### src/rtl/rv_regfile.sv
// rv_regfile: parametrised general-purpose register file for the tinyrv core.
// It has two combinational read ports and one core write port, with optional
// hardwired-zero r0 and optional same-cycle write-to-read bypass. A
// byte-serial debug port lets a host load or dump a register MSB first while
// the core keeps running.
//
// Ports:
//   clk, rst_n             clock, synchronous active-low reset
//   src1/src2 -> srcN_dat  combinational read ports
//   tgt, tgt_dat, we       core write port
//   dbg_req/wr/addr        start a debug load (wr=1) or dump (wr=0)
//   dbg_bvalid/wbyte       load byte stream
//   dbg_rvalid/rbyte       dump byte stream (rbyte is 0 when not valid)
//   dbg_busy               debug transaction in progress
//
// state    | meaning
// ---------+------------------------------------------------------------
// S_IDLE   | waiting for dbg_req
// S_LOAD   | assembling load bytes, MSB first
// S_COMMIT | writing assembled word; waits while core writes same reg
// S_DUMP   | streaming the snapshot out one byte per cycle
module rv_regfile #(
   parameter int WIDTH   = 16,
   parameter int NREGS   = 8,
   parameter int AW      = 3,
   parameter int ZERO_R0 = 1,
   parameter int BYPASS  = 1
) (
   input  logic             clk,
   input  logic             rst_n,
   input  logic [AW-1:0]    src1,
   input  logic [AW-1:0]    src2,
   output logic [WIDTH-1:0] src1_dat,
   output logic [WIDTH-1:0] src2_dat,
   input  logic [AW-1:0]    tgt,
   input  logic [WIDTH-1:0] tgt_dat,
   input  logic             we,
   input  logic             dbg_req,
   input  logic             dbg_wr,
   input  logic [AW-1:0]    dbg_addr,
   input  logic             dbg_bvalid,
   input  logic [7:0]       dbg_wbyte,
   output logic             dbg_rvalid,
   output logic [7:0]       dbg_rbyte,
   output logic             dbg_busy
);

   localparam int BYTES = WIDTH / 8;
   localparam int CW    = $clog2(BYTES + 1);

   typedef enum logic [1:0] {S_IDLE, S_LOAD, S_COMMIT, S_DUMP} state_t;

   logic [WIDTH-1:0] regs_q [NREGS];
   logic [WIDTH-1:0] regs_d [NREGS];
   state_t           state_q, state_d;
   logic [AW-1:0]    addr_q, addr_d;
   logic [CW-1:0]    cnt_q, cnt_d;
   logic [WIDTH-1:0] asm_q, asm_d;
   logic [WIDTH-1:0] shift_q, shift_d;
   logic             busy_q, busy_d;
   logic             rvalid_q, rvalid_d;
   logic [7:0]       rbyte_q, rbyte_d;

   logic [WIDTH-1:0] src1_raw, src2_raw, dbg_raw;
   logic             core_wr_ok, dbg_wr_ok, commit_fire;

   // Address decode. Out-of-range addresses and (optionally) r0 never match,
   // so they read as 0 and writes to them are dropped.
   always_comb begin
      src1_raw   = '0;
      src2_raw   = '0;
      dbg_raw    = '0;
      core_wr_ok = 1'b0;
      dbg_wr_ok  = 1'b0;
      for (int i = 0; i < NREGS; i++) begin
         if (!((ZERO_R0 != 0) && (i == 0))) begin
            if (src1 == AW'(i))     src1_raw   = regs_q[i];
            if (src2 == AW'(i))     src2_raw   = regs_q[i];
            if (dbg_addr == AW'(i)) dbg_raw    = regs_q[i];
            if (tgt == AW'(i))      core_wr_ok = we;
            if (addr_q == AW'(i))   dbg_wr_ok  = 1'b1;
         end
      end
   end

   assign src1_dat = ((BYPASS != 0) && core_wr_ok && (src1 == tgt)) ? tgt_dat : src1_raw;
   assign src2_dat = ((BYPASS != 0) && core_wr_ok && (src2 == tgt)) ? tgt_dat : src2_raw;

   always_comb begin
      state_d     = state_q;
      addr_d      = addr_q;
      cnt_d       = cnt_q;
      asm_d       = asm_q;
      shift_d     = shift_q;
      busy_d      = busy_q;
      rvalid_d    = 1'b0;
      rbyte_d     = 8'h00;
      commit_fire = 1'b0;
      case (state_q)
         S_IDLE: begin
            if (dbg_req) begin
               addr_d = dbg_addr;
               cnt_d  = '0;
               busy_d = 1'b1;
               if (dbg_wr) begin
                  state_d = S_LOAD;
               end else begin
                  // First byte is registered at the accept edge so it is
                  // valid in the very next cycle; dbg_raw is the pre-edge value.
                  state_d  = S_DUMP;
                  rvalid_d = 1'b1;
                  rbyte_d  = dbg_raw[WIDTH-1 -: 8];
                  shift_d  = dbg_raw << 8;
                  cnt_d    = CW'(1);
               end
            end
         end
         S_LOAD: begin
            if (dbg_bvalid) begin
               asm_d = (asm_q << 8) | WIDTH'(dbg_wbyte);
               cnt_d = cnt_q + CW'(1);
               if (cnt_q == CW'(BYTES - 1)) state_d = S_COMMIT;
            end
         end
         S_COMMIT: begin
            // A colliding core write takes this edge; retry on the next one.
            if (!(we && (tgt == addr_q))) begin
               commit_fire = 1'b1;
               state_d     = S_IDLE;
               busy_d      = 1'b0;
            end
         end
         S_DUMP: begin
            if (cnt_q == CW'(BYTES)) begin
               state_d = S_IDLE;
               busy_d  = 1'b0;
            end else begin
               rvalid_d = 1'b1;
               rbyte_d  = shift_q[WIDTH-1 -: 8];
               shift_d  = shift_q << 8;
               cnt_d    = cnt_q + CW'(1);
            end
         end
         default: state_d = S_IDLE;
      endcase
   end

   // Core and commit writes never hit the same register in one edge because
   // COMMIT stalls on a collision.
   always_comb begin
      regs_d = regs_q;
      for (int i = 0; i < NREGS; i++) begin
         if (core_wr_ok && (tgt == AW'(i)))                 regs_d[i] = tgt_dat;
         if (commit_fire && dbg_wr_ok && (addr_q == AW'(i))) regs_d[i] = asm_q;
      end
   end

   always_ff @(posedge clk) begin
      if (!rst_n) begin
         for (int i = 0; i < NREGS; i++) regs_q[i] <= '0;
         state_q  <= S_IDLE;
         addr_q   <= '0;
         cnt_q    <= '0;
         asm_q    <= '0;
         shift_q  <= '0;
         busy_q   <= 1'b0;
         rvalid_q <= 1'b0;
         rbyte_q  <= 8'h00;
      end else begin
         regs_q   <= regs_d;
         state_q  <= state_d;
         addr_q   <= addr_d;
         cnt_q    <= cnt_d;
         asm_q    <= asm_d;
         shift_q  <= shift_d;
         busy_q   <= busy_d;
         rvalid_q <= rvalid_d;
         rbyte_q  <= rbyte_d;
      end
   end

   assign dbg_busy   = busy_q;
   assign dbg_rvalid = rvalid_q;
   assign dbg_rbyte  = rbyte_q;

endmodule

### config.mk
export PLATFORM = sky130hd
export DESIGN_NAME = rv_regfile
export DESIGN_NICKNAME = d
export VERILOG_FILES = /design/src/rtl/rv_regfile.sv
export SDC_FILE = /design/constraint.sdc
export NUM_CORES = 1
export LEC_CHECK = 0
export ABC_AREA = 1
export CORE_ASPECT_RATIO = 1.5
export CORE_MARGIN = 2
export CORE_UTILIZATION = 30
export CTS_BUF_LIST = sky130_fd_sc_hd__clkbuf_2
export DETAILED_ROUTE_END_ITERATION = 8
export GPL_TIMING_DRIVEN = 1
export REMOVE_ABC_BUFFERS = 1
export SLEW_MARGIN = 20
export SYNTH_ARGS = -nofsm -noshare
export SYNTH_HDL_FRONTEND = slang
export SYNTH_SLANG_ARGS = --single-unit
### constraint.sdc
create_clock -name clk -period 2.3 [get_ports clk]
set_input_delay 0.46 -clock clk [delete_from_list [all_inputs] [get_ports clk]]
set_output_delay 0.46 -clock clk [all_outputs]
set_load 0.03 [all_outputs]
Word level (Yosys, flattened, before mapping). Cells that the tools add are included.

Register bits: 161. Bits of input ports: 42. Output and inout port bits: 42. Word-level logic and storage cells: 183.

$add $sub $neg: 1. Eq/ne operators: 50. Mux-type cells: 81. Bitwise logic cells: 1. Reductions and logical operators: 35.

Operators by type and width (count): 2-to-1 mux 16 bit (40); == test 3 bit (second input constant) (20); case mux 16 bit (2 select lines) (1); == test 3 x 2 -> 1 bit (second input constant) (10); 2-to-1 mux 8 bit (3); 2-to-1 mux 1 bit (23); logical AND 1 bit (18); 2-to-1 mux 2 bit (9); bitwise OR 16 x 8 -> 16 bit (1); case mux 8 bit (2 select lines) (1); nonzero test 2 bit (8); == test 3 x 1 -> 1 bit (second input constant) (5); inequality test 2 bit (second input constant) (7); AND reduction 4 bit (3); == test 3 bit (3); case mux 2 bit (4 select lines) (1); == test 2 bit (second input constant) (3); case mux 2 bit (3 select lines) (1); nonzero test 3 bit (2); AND reduction 5 bit (1); == test 2 x 1 -> 1 bit (second input constant) (2); AND reduction 2 bit (2); case mux 1 bit (3 select lines) (1); adder 2 x 1 -> 2 bit (second input constant) (1); other kinds (2) (2).

Longest topological paths before layout.
Depth in word-level cells: 11. Mapped depth: 11. Mapped depth without buffers: 10.

Worst setup path before layout. OpenSTA, ideal clock, no wires.

Path type: input to output. From: input src2[0]. To: output src2_dat[10]. Arrival: 1620 ps. Required time: 1840 ps. Path slack: 220 ps. Cell stages on the path: 8. Path buffers: 2. Cells stage by stage: buf_4 xor2_1 a21oi_1 nand3_1 inv_1 buf_4 nand2_1 nand2_1.

Cells in the longest elaborated chain, start to end: 9. Elaborated cells on any way between the ends: 17. Those cells by class: eq/ne (8); mux (8); reduce/logical (1).

RTL lines: start: declaration (RTL line 32) `input logic [AW-1:0] src2,`; == test 3 x 1 -> 1 bit (RTL line 78) `if (src2 == AW'(i)) src2_raw = regs_q[i];`; 2-to-1 mux 16 bit (7 in a row) (RTL line 78); 2-to-1 mux 16 bit * (RTL line 87) `assign src2_dat = ((BYPASS != 0) && core_wr_ok && (src2 == tgt)) ? tgt_dat : src2_raw;`; end: declaration (RTL line 34) `output logic [WIDTH-1:0] src2_dat,`.

Every way passes the cells marked *; elsewhere a longest branch is shown, timed or not.

Final worst setup path.
From: register regs_q[89] (netlist bit). To: output src1_dat[9].

Cells in the longest elaborated chain, start to end: 7.

RTL lines: start: declaration (RTL line 53) `logic [WIDTH-1:0] regs_q [NREGS];`; start signal: assignment (RTL line 170) `regs_q <= regs_d;`; 2-to-1 mux 16 bit (6 in a row) (RTL line 77) `if (src1 == AW'(i)) src1_raw = regs_q[i];`; 2-to-1 mux 16 bit (RTL line 86) `assign src1_dat = ((BYPASS != 0) && core_wr_ok && (src1 == tgt)) ? tgt_dat : src1_raw;`; end: declaration (RTL line 33) `output logic [WIDTH-1:0] src1_dat,`.

No other way between the ends.

==> flow_metrics.tcl <==
set metrics [dict create \
    drc 0 \
    synth_seq_cells 153 \
    synthTopCellsByArea "dfxtp_1, nand2_1, nor2_1" \
    ctsHtreeMaxLevel 4 \
    clock-sinks 153 \
    totalWireLength_um 48800 \
    synth_xor_area_frac 0.00328 \
    critPathMaxFanout 3 \
    max_freq_ghz 0.406 \
    numCtsBuffers 17 \
    ir_drop_mv 0.249 \
    multi_input_area_um2 6580 \
    grt_max_degree 96 \
    mostFrequentLayoutCell "nand2_1" \
    io_buffers 83 \
    crit_chain "inv_2, nor2_1, nor3_1, nand4_1, nand2_1, nand2_2, buf_6" \
    io_pins 84 \
    whs_ns 0.0873 \
    synth_top_family_by_area "simple AND/OR/NAND/NOR gates" \
    dp_worst_setup_slack_ns -0.437 \
    syn_inst 1791 \
    nNetsFinal 1972 \
    power_mw 7.88 \
    die_h_um 235 \
    firstDrtPassIters 7 \
    setup_ws_ns -0.164 \
    max_stage_delay_ns 0.41 \
    path_clk_slew_ns 0.23 \
    initial_utilization 0.305 \
    synth_top_area_cell "dfxtp_1" \
    avgSynthCellArea_um2 5.97 \
    synth_fa_ha_area_frac 0.00819 \
    period_minus_slack_ns 2.46 \
    setup_viol_count_final 30 \
    synth_top_cell_area_share 0.286 \
    antenna_found_initial 1 \
    grt_overflow 0 \
    final_area_um2 14000 \
    syn_to_final_growth_pct 31.0 \
    fillers 3701 \
    layout-drive-gt1-share 0.227 \
    vias 13025 \
    wl_per_cell_um 20.2 \
    worst_setup_path_start_kind "register" \
    p_leak_nw 6.23 \
    min_path_type "input port to register" \
    grt_setup_unrepaired "yes" \
    area.sequential_um2 3140 \
    grt_pass1_vias 12211 \
    netlist_area_um2 10700 \
    track_usage 0.262 \
    fp.dieW_um 158 \
    endpoint_kind "output pin" \
    clkLatencyLatePin_ns 0.87 \
    fin_setup_tns_ns -2.27 \
    min_period_over_period 1.07 \
    cts_tree "done" \
    worst_ep_required_time_ns 1.84 \
    place_area_um2 13000 \
    worst-path-buf-inv 2 \
    finalClockSkew_ns 0.0385 \
    cts_hold_buf 0 \
    post_synth_and_or_nand_nor_area_fraction 0.426 \
    gp_congestion 0.954 \
    critPathKind "register to output pin" \
    synth_warnings 0 \
    relSlewSlack 0.572 \
    max_slew.worst_pin.slew_ns 0.642 \
    report.final.hold_viol_count 0 \
    cp_slowest_cell "dfxtp_4" \
    grt_pass1_wl_um 72300 \
    p_per_area_nw_per_um2 562 \
    core_um2 35100 \
    synth_mux_area_frac 0.0150 \
    crit_family "simple AND/OR/NAND/NOR gates" \
    die_area_um2 37200 \
    failed_checks "negative setup slack" \
    drtIter0Drc 1260 \
    layout_common_cells "nand2_1, nor2_1, buf_4" \
    ant_nets 0 \
    cts_root_buffer "clkbuf_2" \
    dp_hpwl_um 31800 \
    synth-compound-area-share 0.142 \
    ys_types 37 \
    status "finished, violations left" \
    slew_violations 0 \
    maxCapViolations 0 \
    row_count 84 \
    clk_path_buf_depth 2 \
    via_per_inst 5.40 \
    worstPathArrival_ns 2.00 \
    ys_seq_area_frac 0.286 \
]
logic make-up after synthesis:
group           Yosys count
flops                   153
mux                      16
simple gates           1073
fa+ha+maj                 7
compound gates          263
buf+inv                 275
xor+xnor                  4
what timing repair did:
item                                   4_1_cts  5_1_grt
gates cloned                                 3        0
gates resized for setup                    185       64
setup endpoints to repair                   42       32
endpoints found under the hold margin        0        0
buffers inserted                            30       15
pin swaps                                   94       86
stage by stage:
stage	util	cells
CTS	0.393	2396
floorplan	-	1652
global route	0.399	2410
detailed placement	0.371	2331
finish	0.399	2410
global placement	0.371	2331
worst reg2reg max path, stage by stage (launching register included):
cell and delay [ns]:
dfxtp_1 0.43, inv_1 0.11, ha_1 0.28, o21ai_0 0.19
inv_1 0.06, nor2_1 0.12, nand2_1 0.31, a21oi_1 0.23
nand2_1 0.14, a21oi_1 0.15
path summary, 6_finish.rpt:
path	slack (ns)	end	cells past startpoint	startpoint
hold / removal	0.09	shift_q[15]$_SDFFE_PN0P_	4	rst_n
setup reg to reg	0.24	shift_q[14]$_SDFFE_PN0P_	9	state_q[0]$_SDFFE_PN0P_
setup / recovery	-0.16	src1_dat[9]	7	regs_q[89]$_SDFFE_PN0P_
hold reg to reg	0.48	dbg_busy$_SDFFE_PN0P_	2	dbg_busy$_SDFFE_PN0P_
cell usage after synthesis:
master / n
inv_2: 11
inv_1: 122
o22ai_1: 2
o21ai_0: 80
mux2i_1: 16
buf_2: 59
nand2_2: 1
nand3_2: 6
clkinv_1: 2
nand4_1: 79
or2_2: 1
o211ai_1: 80
dfxtp_1: 153
nor3_4: 5
nor3_2: 4
clkbuf_1: 35
buf_6: 14
and3_1: 1
xnor2_1: 2
or2_1: 1
nand2_4: 1
a21oi_1: 88
ha_1: 7
nand3_4: 4
buf_4: 17
nor3_1: 18
nand2_8: 1
nor2_1: 388
nor2_2: 5
o21ai_1: 13
nand2_1: 514
nand4_4: 1
buf_1: 14
nor2_4: 1
nand3_1: 42
xor2_1: 2
inv_4: 1
metal layers:
metal,vias to the layer above,part of all wire,track usage
met5,-,0,0
met4,0,0.084,0.185
met3,243,0.098,0.0611
met2,782,0.45,0.413
met1,5972,0.37,0.309
li1,6028,-,-
layout make-up:
class	instances	share of cell area
Clock buffer	17	0.00607
Tap cell	473	0.0422
Timing Repair Buffer	252	0.207
Antenna cell	1	0.000179
Clock inverter	15	0.0129
Inverter	136	0.0377
Sequential cell	153	0.224
Multi-Input combinational cell	1363	0.470
where the power goes:
| part | internal [mW] | switching, mW | total [mW] |
|---|---|---|---|
| Clock | 0.694 | 1.08 | 1.78 |
| Combinational | 1.10 | 1.69 | 2.79 |
| Sequential | 2.93 | 0.380 | 3.31 |
state kept, by name, indices dropped and copies added, names as in the netlist:
| signal | count |
|---|---|
| shift_q | 8 |
| dbg_rbyte | 8 |
| regs_q | 112 |
| state_q | 2 |
| asm_q | 16 |
| addr_q | 3 |
| dbg_busy | 1 |
| dbg_rvalid | 1 |
| cnt_q | 2 |
(Power assumes the default switching activity.)
